--- src/rtl/cpu_defs.sv ---
// Shared CPU definitions for the P7 core: exception codes, fetch address map
// and the NOP encoding used when a fetched word is squashed.
package cpu_defs;

  typedef logic [4:0] exc_code_t;

  localparam exc_code_t EXC_NONE = 5'd0;
  localparam exc_code_t EXC_ADEL = 5'd4;

  localparam logic [31:0] RESET_PC   = 32'h0000_3000;
  localparam logic [31:0] HANDLER_PC = 32'h0000_4180;
  localparam logic [31:0] TEXT_LO    = 32'h0000_3000;
  localparam logic [31:0] TEXT_HI    = 32'h0000_6ffc;

  localparam logic [31:0] NOP_INSTR  = 32'h0000_0000;

  // TEXT_HI is the last legal word address, so the upper bound is inclusive.
  function automatic logic fetch_addr_fault(input logic [31:0] addr,
                                            input logic [31:0] lo,
                                            input logic [31:0] hi);
    return (addr[1:0] != 2'b00) || (addr < lo) || (addr > hi);
  endfunction

endpackage

--- src/rtl/if_fetch_unit_if.sv ---
// Fetch-stage bus: redirect controls from ID/CP0, instruction-memory port and
// the IF-side values captured by the IF/ID register.
interface if_fetch_unit_if;
  logic        enable;
  logic        req;
  logic        eret;
  logic [31:0] epc;
  logic        branch_taken;
  logic [31:0] branch_target;
  logic        id_is_jump;
  logic [31:0] imem_addr;
  logic [31:0] imem_rdata;
  logic [31:0] IF_PC;
  logic [31:0] IF_instr;
  logic [4:0]  IF_ExcCode;
  logic        IF_BD;
  logic [31:0] fetch_cnt;

  modport master (
    input  enable, req, eret, epc, branch_taken, branch_target, id_is_jump,
    input  imem_rdata,
    output imem_addr, IF_PC, IF_instr, IF_ExcCode, IF_BD, fetch_cnt
  );

  modport slave (
    output enable, req, eret, epc, branch_taken, branch_target, id_is_jump,
    output imem_rdata,
    input  imem_addr, IF_PC, IF_instr, IF_ExcCode, IF_BD, fetch_cnt
  );
endinterface

--- src/rtl/npc_mux.sv ---
// Next-PC select. An accepted exception overrides a stall; a stall overrides
// eret, which in turn overrides an ID-stage branch.
module npc_mux #(
  parameter logic [31:0] HANDLER_PC = cpu_defs::HANDLER_PC
) (
  input  logic [31:0] pc,
  input  logic        enable,
  input  logic        req,
  input  logic        eret,
  input  logic [31:0] epc,
  input  logic        branch_taken,
  input  logic [31:0] branch_target,
  output logic [31:0] npc
);

  always_comb begin
    npc = pc + 32'd4;
    if (req)               npc = HANDLER_PC;
    else if (!enable)      npc = pc;
    else if (eret)         npc = epc;
    else if (branch_taken) npc = branch_target;
  end

endmodule

--- src/rtl/if_fetch_unit.sv ---
// Instruction-fetch stage: PC register, fetch qualification and fetch counter.
// Define IF_ADDR_CHECK_EN to enable AdEL generation on misaligned/out-of-text fetches.
module if_fetch_unit #(
  parameter logic [31:0] RESET_PC   = cpu_defs::RESET_PC,
  parameter logic [31:0] HANDLER_PC = cpu_defs::HANDLER_PC,
  parameter logic [31:0] TEXT_LO    = cpu_defs::TEXT_LO,
  parameter logic [31:0] TEXT_HI    = cpu_defs::TEXT_HI
) (
  input logic               clk,
  input logic               reset,
  if_fetch_unit_if.master   bus
);
  import cpu_defs::*;

  logic [31:0] pc;
  logic [31:0] npc;
  logic [31:0] cnt;

  npc_mux #(
    .HANDLER_PC (HANDLER_PC)
  ) u_npc_mux (
    .pc            (pc),
    .enable        (bus.enable),
    .req           (bus.req),
    .eret          (bus.eret),
    .epc           (bus.epc),
    .branch_taken  (bus.branch_taken),
    .branch_target (bus.branch_target),
    .npc           (npc)
  );

  // A cycle that takes an exception does not retire its fetch.
  always_ff @(posedge clk or negedge reset) begin
    if (!reset) begin
      pc  <= RESET_PC;
      cnt <= '0;
    end else begin
      pc <= npc;
      if (bus.enable && !bus.req) cnt <= cnt + 32'd1;
    end
  end

  assign bus.imem_addr = pc;
  assign bus.IF_PC     = pc;
  assign bus.fetch_cnt = cnt;
  assign bus.IF_BD     = bus.id_is_jump & ~bus.eret;

`ifdef IF_ADDR_CHECK_EN
  logic adel;

  assign adel = fetch_addr_fault(pc, TEXT_LO, TEXT_HI);

  // The word behind an eret is squashed entirely, including any fault it carries.
  assign bus.IF_ExcCode = (adel && !bus.eret) ? EXC_ADEL : EXC_NONE;
  assign bus.IF_instr   = (adel || bus.eret) ? NOP_INSTR : bus.imem_rdata;
`else
  logic unused_text_range;

  assign unused_text_range = ^{TEXT_LO, TEXT_HI};
  assign bus.IF_ExcCode    = EXC_NONE;
  assign bus.IF_instr      = bus.imem_rdata;
`endif

endmodule

--- src/flat_wrapper.sv ---
// flat-port wrapper written by rule: the top's interface ports become plain ports
module if_fetch_unit_flat import cpu_defs::*;
#(
  parameter logic [31:0] RESET_PC   = cpu_defs::RESET_PC,
  parameter logic [31:0] HANDLER_PC = cpu_defs::HANDLER_PC,
  parameter logic [31:0] TEXT_LO    = cpu_defs::TEXT_LO,
  parameter logic [31:0] TEXT_HI    = cpu_defs::TEXT_HI
)
  (clk, reset, bus_enable, bus_req, bus_eret, bus_epc, bus_branch_taken, bus_branch_target, bus_id_is_jump, bus_imem_rdata, bus_imem_addr, bus_IF_PC, bus_IF_instr, bus_IF_ExcCode, bus_IF_BD, bus_fetch_cnt);
  if_fetch_unit_if bus_i ();
  input logic clk;
  input logic reset;
  input wire logic [$bits(bus_i.enable)-1:0] bus_enable;
  input wire logic [$bits(bus_i.req)-1:0] bus_req;
  input wire logic [$bits(bus_i.eret)-1:0] bus_eret;
  input wire logic [$bits(bus_i.epc)-1:0] bus_epc;
  input wire logic [$bits(bus_i.branch_taken)-1:0] bus_branch_taken;
  input wire logic [$bits(bus_i.branch_target)-1:0] bus_branch_target;
  input wire logic [$bits(bus_i.id_is_jump)-1:0] bus_id_is_jump;
  input wire logic [$bits(bus_i.imem_rdata)-1:0] bus_imem_rdata;
  output wire logic [$bits(bus_i.imem_addr)-1:0] bus_imem_addr;
  output wire logic [$bits(bus_i.IF_PC)-1:0] bus_IF_PC;
  output wire logic [$bits(bus_i.IF_instr)-1:0] bus_IF_instr;
  output wire logic [$bits(bus_i.IF_ExcCode)-1:0] bus_IF_ExcCode;
  output wire logic [$bits(bus_i.IF_BD)-1:0] bus_IF_BD;
  output wire logic [$bits(bus_i.fetch_cnt)-1:0] bus_fetch_cnt;
  assign bus_i.enable = bus_enable;
  assign bus_i.req = bus_req;
  assign bus_i.eret = bus_eret;
  assign bus_i.epc = bus_epc;
  assign bus_i.branch_taken = bus_branch_taken;
  assign bus_i.branch_target = bus_branch_target;
  assign bus_i.id_is_jump = bus_id_is_jump;
  assign bus_i.imem_rdata = bus_imem_rdata;
  assign bus_imem_addr = bus_i.imem_addr;
  assign bus_IF_PC = bus_i.IF_PC;
  assign bus_IF_instr = bus_i.IF_instr;
  assign bus_IF_ExcCode = bus_i.IF_ExcCode;
  assign bus_IF_BD = bus_i.IF_BD;
  assign bus_fetch_cnt = bus_i.fetch_cnt;
  if_fetch_unit #(.RESET_PC(RESET_PC), .HANDLER_PC(HANDLER_PC), .TEXT_LO(TEXT_LO), .TEXT_HI(TEXT_HI)) u_core (.clk(clk), .reset(reset), .bus(bus_i));
endmodule
--- config.mk ---
export PLATFORM = sky130hd
export DESIGN_NAME = if_fetch_unit_flat
export DESIGN_NICKNAME = d
export VERILOG_FILES = /design/src/rtl/cpu_defs.sv /design/src/rtl/if_fetch_unit_if.sv /design/src/rtl/npc_mux.sv /design/src/rtl/if_fetch_unit.sv /design/src/flat_wrapper.sv
export SDC_FILE = /design/constraint.sdc
export NUM_CORES = 1
export LEC_CHECK = 0
export ABC_CLOCK_PERIOD_IN_PS = 2200
export CORE_MARGIN = 10
export CORE_UTILIZATION = 39
export CTS_CLUSTER_DIAMETER = 100
export CTS_CLUSTER_SIZE = 8
export DETAILED_ROUTE_END_ITERATION = 16
export PLACE_DENSITY = 0.85
export SLEW_MARGIN = 10
export SYNTH_ARGS = -nofsm -noshare
export SYNTH_HDL_FRONTEND = slang
export SYNTH_SLANG_ARGS = --single-unit
--- constraint.sdc ---
create_clock -name clk -period 2.2 [get_ports clk]
set_input_delay 0.44 -clock clk [delete_from_list [all_inputs] [get_ports clk]]
set_output_delay 0.44 -clock clk [all_outputs]
set_load 0.1 [all_outputs]
==> results of run 1 <==
[worst max-delay path, stage by stage (launching register included)]
cell and delay (ps):
dfstp_4 630, nand3_4 90, or4_4 610, nor4_1 360, o21ai_0 120, o2bb2ai_1 140
[layer usage]
layer | share of wire | vias to the layer above | global-route usage
li1 | - | 1905 | -
met5 | 0 | - | 0
met3 | 0.091 | 39 | 0.06340
met2 | 0.50 | 228 | 0.3229
met1 | 0.39 | 1983 | 0.2099
met4 | 0.026 | 0 | 0.07197
[through the flow]
stage	setup TNS [ps]	instances	hold WS (ps)	setup WS [ps]
detailed placement	-1237	730	467.5	-204.4
global route	0	746	124.8	4.805
finish	0	746	87.36	124.9
floorplan	-81.15	490	144.4	-72.15
global placement	-595.1	730	451.9	-136.3
CTS	0	746	88.04	141.5
[state kept, by name, indices dropped and copies added (netlist names)]
signal                cells
u_core.bus.fetch_cnt     32
u_core.bus.IF_PC         32
[cells in the mapped netlist, types with 8 or more instances]
library cell	n
buf_4	69
xnor2_1	25
nand2_1	40
o21ai_0	27
o2bb2ai_1	10
o22ai_1	10
inv_1	17
o221ai_1	14
a21oi_1	20
nor3_1	8
nand3_1	19
nor2_1	36
dfrtp_1	62
clkbuf_1	15
nand4_1	12
[path summary, 6_finish.rpt]
kind,start,to,slack (ps),cells past startpoint
max in group asynchronous,reset,u_core.bus.IF_PC[12],1420,2
worst max-delay path,u_core.bus.IF_PC[13],u_core.bus.IF_PC[26],120,5
worst min register to register,u_core.bus.fetch_cnt[13],u_core.bus.fetch_cnt[13],500,1
worst min-delay path,reset,u_core.bus.fetch_cnt[14],90,1
worst max register to register,u_core.bus.IF_PC[13],u_core.bus.IF_PC[26],120,5
min in group clk,u_core.bus.fetch_cnt[13],u_core.bus.fetch_cnt[13],500,1
[area by class of cell]
class	instances	area (um^2)
flip-flops and latches	64	1675
clock buffers	10	137.6
inverters	18	67.56
well taps	140	175.2
clock inverters	6	67.56
multi-input cells	316	2028
repair buffers	192	1737
fillers	953	4905
[placed cells by master, fill, tap and decap left out, drive strengths merged, types with 9 or more instances in the layout]
master	n
nand4	13
buf	123
o221ai	14
nor4	9
clkbuf	10
nand2	40
o22ai	10
clkdlybuf4s50	69
o2bb2ai	10
xnor2	25
inv	19
a21oi	20
nor2	36
o21ai	28
nand3	20
dfrtp	62
[cell families (layout without fill, tap and decap cells)]
family	count (synthesis)	in the layout
and+or+nand+nor	161	161
adders and majority gates	2	2
muxes	5	5
other	1	5
AOI/OAI and AO/OA	111	111
xor gates and xnor gates	32	32
DFF	64	64
buffers and inverters	110	226
[where the power goes]
group | internal, W | leakage, nW | switching (W) | total (W)
combinational | 0.000465 | 1.59 | 0.00142 | 0.00188
clock | 0.000558 | 0.0989 | 0.000496 | 0.00105
sequential | 0.00130 | 0.789 | 0.000167 | 0.00147
==> metrics, run 1 <==
Synth Area in Simple Gates=0.2019; final design utilization=0.5456; antenna viol nets, final=0; final count of negative-setup-slack endpoints=0; post-place instance area=5683 um^2; Initial Util=0.3957; Required @ worst endpoint=2420 ps; average via count per standard cell=5.570; Max-Cap Viols=0; Iteration-0 DRC Markers=394; CTS tree=done; area of all placed cells without fillers=5888 um^2; worst min-delay path class=input pin to asynchronous set/reset pin; worst clock skew=6.702 ps; Final Hold Vio Count=0; mux cell area share after synthesis=0.01201; Layout Area Growth over Synthesis=37.88%; Netlist cell types=55; count of input and output buffers=167; register bit total from synthesis=64; run status=finished clean; total number of vias=4,155; Async SR Flop Fraction=1.000; per-cell routed wire length=20.14 um; area fraction of the dominant cell type after synthesis=0.3633; Synth Area in Compound Gates=0.1773; fraction of the mapped netlist area in adder cells=0.005860; Routed Wire Length=15,030 um; iteration count of the initial detailed-routing pass=5; Remaining Overflow, GRT=0; XOR/XNOR Fraction of Synth Area=0.06563; pins over their slew limit=0; total number of H-tree levels=3; largest fanout on the critical path=6; pin count of the biggest net entering global routing=41; Max-Slew Margin vs Limit=0.5766; main combinational cell family by area after synthesis=simple AND/OR/NAND/NOR gates; Die Span Y=124.6 um; type of element capturing the critical path=flip-flop; leading cell types by total area after synthesis=dfrtp_1 (36%), buf_4 (12%), xnor2_1 (5.1%); clock transition time at the flip-flop clock pins of the worst setup and hold paths=80 ps; Resized Gates After CTS=0; leakage power total=2.483 nW; layout cell share with drive strength beyond 1=0.3317; HPWL after detailed placement=11,700 um; full die area=15,540 um^2; Cell Pwr Density=748.0 nW/um^2; Clock Path Buffers=2; later-pin clock latency in the skew report=340 ps; number of flops mapped to enable cells by yosys=0; maximum VDD drop=382.0 uV; global-route wire length before repair=23,950 um; worst-margin pin slew=629.3 ps; final weighted congestion of routability-driven global placement=0.8712; initial antenna violation count=0; Worst Setup Path Type=flip-flop to flip-flop; unrepaired setup endpoints after global routing=no; launching element type of the critical path=flip-flop; floorplan row count=38; number of nets in the final layout=706; Inserted Diodes=0; detailed-route DRC error count=0; Synth Instances=486; post-layout power=0.004404 W; placeable core region=10,790 um^2; Final Critical Period=2075 ps; post-synthesis cell type with the largest combined area=dfrtp_1; fin crit share=0.9432; synthesized area divided by synthesized cell count=8.787 um^2; area of the mapped netlist=4270 um^2; via count of the first global-routing pass=4,336; buffer cell driving the clock tree root=clkbuf_8; number of hold-repair buffers added at the cts stage=0; TritonCTS Buffers=9; max frequency=481.9 MHz; postcts setup bufs=0; number of I/O pins=237; dominant synthesized flop cell=dfrtp_1; number of warnings printed during yosys synthesis=0; sequential area share after synthesis=0.3756; number of clock sinks=64; global-route usage over all layers=0.1880; Die Wd=124.6 um; data arrival time at the worst-slack endpoint=2300 ps
No activity file was read; power rests on OpenSTA's default activity.
==> run 2: changes to the inputs <==
--- a/config.mk
+++ b/config.mk
@@ -6,8 +6,8 @@
 export NUM_CORES = 1
 export LEC_CHECK = 0
 export ABC_CLOCK_PERIOD_IN_PS = 2200
-export CORE_MARGIN = 10
-export CORE_UTILIZATION = 39
+export CORE_MARGIN = 4
+export CORE_UTILIZATION = 40
 export CTS_CLUSTER_DIAMETER = 100
 export CTS_CLUSTER_SIZE = 8
 export DETAILED_ROUTE_END_ITERATION = 16
@@ -15,4 +15,5 @@
 export SLEW_MARGIN = 10
 export SYNTH_ARGS = -nofsm -noshare
 export SYNTH_HDL_FRONTEND = slang
+export SYNTH_HIERARCHICAL = 1
 export SYNTH_SLANG_ARGS = --single-unit
==> run 2 against run 1 <==
Compared with the run above: sequential share of layout area fell by 1.7 points; final area increased by 5.2%; via count grew 3.9%; combinational power down 3%; largest cell class unchanged.
==> metrics, run 2 <==
Worst Reg2Reg Path Length in Cells=5 (unchanged); Remaining Overflow, GRT=0 (unchanged); CTS tree=done; Routed Wire Length=14,440 um (-3.9%); fin crit share=0.9502 (+0.006950); Slowest-stage cell, CP=clkdlybuf4s50_1; data arrival time at the worst-slack endpoint=1650 ps (-650 ps); Die Span Y=114.3 um (-8.3%); type of element capturing the critical path=primary output; Clock Path Buffers=2 (unchanged); most frequent standard cell in the layout excluding fill and tap cells=buf_4; antenna viol nets, final=0 (unchanged); launching element type of the critical path=input pin; final weighted congestion of routability-driven global placement=0.8515 (-2.3%); dominant cell by count in the synthesized netlist=buf_4; pins over their slew limit=0 (unchanged); P_sw=0.002082 W (about the same); iteration count of the initial detailed-routing pass=5 (unchanged); terminus of the critical flop-to-flop path=u_core/bus.IF_PC[20]; share of total power in combinational logic=0.384 (-0.044); maximum VDD drop=594.1 uV (+56%); leading cell types by total area after synthesis=dfrtp_1 (34%), buf_4 (11%), xnor2_1 (5.6%); total area of multi-input combinational cells=2297 um^2 (+13%); hold worst-path end=u_core/bus.fetch_cnt[31]; number of nets in the final layout=730 (+3.4%); max frequency=478.4 MHz (-0.73%); hold path cells=1; clock transition time at the flip-flop clock pins of the worst setup and hold paths=60 ps (-20 ps); R2R Setup Slk=170 ps (+50 ps); worst-margin pin slew=547.7 ps (-81.67 ps); sequential fraction of design power=0.309 (-0.024); Max-Slew Margin vs Limit=0.6322 (+0.05558); crit path cell chain=clkdlybuf4s50_1, buf_4, nor2b_2, buf_12; placeable core region=10,940 um^2 (+1.3%); Final Hold Vio Count=0 (unchanged); register bit total from synthesis=64 (unchanged); full die area=13,060 um^2 (-16%); pin count of the biggest net entering global routing=38 (-7.3%); worst min-delay path class=flip-flop to flip-flop; internal cell power=0.002669 W (+15%); commonest cells after routing, fill and taps aside=buf_4 (115), clkdlybuf4s50_1 (68), a21oi_1 (38), dfrtp_1 (37), nand2_1 (35); number of clock sinks=64 (unchanged); setup TNS=0 ps (unchanged); Clock Power Share=0.307 (+0.068); total number of vias=4,316 (+3.9%); sequential area share after synthesis=0.3549 (-0.02069); largest fanout on the critical path=13 (+7); via count of the first global-routing pass=4,477 (+3.3%); layout cell share with drive strength beyond 1=0.3095 (-0.02216); Resized Gates After CTS=0 (unchanged); Async SR Flop Fraction=1.000 (unchanged); Max-Cap Viols=0 (unchanged); Layout Area Growth over Synthesis=37.07%; area of the mapped netlist=4519 um^2 (+5.8%); unrepaired setup endpoints after global routing=no; Iteration-0 DRC Markers=318 (-19%); HP Start=u_core/bus.fetch_cnt[31]; run status=finished clean; dominant synthesized flop cell=dfrtp_1; number of flops mapped to enable cells by yosys=0 (unchanged); Cell Pwr Density=766.9 nW/um^2 (+2.5%); TritonCTS Buffers=9 (unchanged); leakage power total=2.630 nW (+5.9%); most frequent cells after synthesis=buf_4 (69), dfrtp_1 (62), a21oi_1 (38); Required @ worst endpoint=1760 ps (-660 ps); floorplan row count=38 (unchanged); origin of the critical flop-to-flop path=u_core/bus.IF_PC[13]; Hold Slack=473.4 ps (+386.1 ps); per-cell routed wire length=18.76 um (-6.9%); detailed-route DRC error count=0 (unchanged); register area=1655 um^2 (-1.2%); final count of negative-setup-slack endpoints=0 (unchanged); post-synthesis cell type with the largest combined area=dfrtp_1; area of all placed cells without fillers=6195 um^2 (+5.2%); Synth Instances=512 (+5.3%); buffer cell driving the clock tree root=clkbuf_16; global-route usage over all layers=0.2207 (+0.03262); Initial Util=0.4133 (+0.01761); Inserted Diodes=0 (unchanged); Final Critical Period=2090 ps (+15.29 ps); share of total power consumed by net switching=0.4381 (-0.03449); start point of the critical path=bus_eret; Netlist cell types=62 (+13%); number of I/O pins=237 (unchanged); postcts setup bufs=0 (unchanged); synthesized area divided by synthesized cell count=8.827 um^2 (+0.46%); later-pin clock latency in the skew report=330 ps (about the same); Worst Setup Path Type=input pin to primary output; Die Wd=114.3 um (-8.3%); total number of H-tree levels=3 (unchanged); global-route wire length before repair=23,040 um (-3.8%); average via count per standard cell=5.605 (+0.64%); area fraction of the dominant cell type after synthesis=0.3433 (-0.02002); highest cell delay on the worst timing path=540 ps (-90 ps); count of input and output buffers=167 (unchanged); initial antenna violation count=0 (unchanged); number of warnings printed during yosys synthesis=6 (+6); number of fill cells in the layout=981 (+2.9%); worst clock skew=6.894 ps (+0.1923 ps); post-place instance area=5879 um^2 (+3.5%); number of hold-repair buffers added at the cts stage=1 (+1); HPWL after detailed placement=10,940 um (-6.5%)
==> run 2: power by group through the flow <==
stage,combinational [W],sequential (W),clock [W]
finish,0.00182,0.00147,0.00146
global route,0.00189,0.00149,0.00153
CTS,0.00183,0.00147,0.00148
detailed placement,0.00182,0.00149,0
global placement,0.00181,0.00148,0
floorplan,0.000988,0.00211,0
==> run 2: final cells by class <==
| class | instances | share of cell area |
|---|---|---|
| well taps | 140 | 0.02828 |
| inverters | 10 | 0.006059 |
| repair buffers | 194 | 0.2783 |
| multi-input cells | 346 | 0.3708 |
| clock buffers | 10 | 0.03858 |
| clock inverters | 6 | 0.01070 |
| flip-flops and latches | 64 | 0.2672 |
==> run 2: worst max path at each step <==
stage	end	slack, ps
CTS	bus_IF_BD	120
global placement	u_core/bus.IF_PC[18]	80
global route	u_core/bus.IF_PC[20]	4
detailed placement	u_core/bus.IF_PC[22]	10
finish	bus_IF_BD	110
floorplan	u_core/bus.fetch_cnt[31]	2
==> run 2: worst max-delay path: cells and delay by family <==
kind | cells | cell delay (ps)
buffers and inverters | 3 | 1000
and+or+nand+nor | 1 | 200
==> run 2: through the flow <==
stage | power [W] | cells | setup slack (ps) | utilization
6_report | 0.004751 | 770 | 109.6 | 0.5665
5_1_grt | 0.004911 | 770 | 3.903 | 0.5665
4_1_cts | 0.004778 | 770 | 119.8 | 0.5665
3_5_place_dp | 0.003311 | 753 | 9.585 | 0.5376
3_3_place_gp | 0.003286 | 753 | 80.32 | 0.5376
2_1_floorplan | 0.003099 | 516 | 1.940 | -
==> run 2: per-layer routing <==
| layer | track usage | share of wire | vias up |
|---|---|---|---|
| met3 | 0.03488 | 0.076 | 38 |
| met1 | 0.2701 | 0.39 | 2033 |
| met5 | 0 | 0 | - |
| li1 | - | - | 2020 |
| met4 | 0.09660 | 0.031 | 0 |
| met2 | 0.3829 | 0.50 | 225 |
==> run 2: logic make-up (layout without fill, tap and decap cells) <==
logic type	Yosys count	count (layout)	synth area share
AO/OA/AOI/OAI	128	128	0.1896
XOR/XNOR	40	40	0.07752
adder cells (fa/ha/maj)	2	2	0.005536
buffers and inverters	106	220	0.1481
flip-flops	64	64	0.3549
multiplexers	7	7	0.01578
other	1	5	0.0008298
AND/OR/NAND/NOR	164	164	0.2076
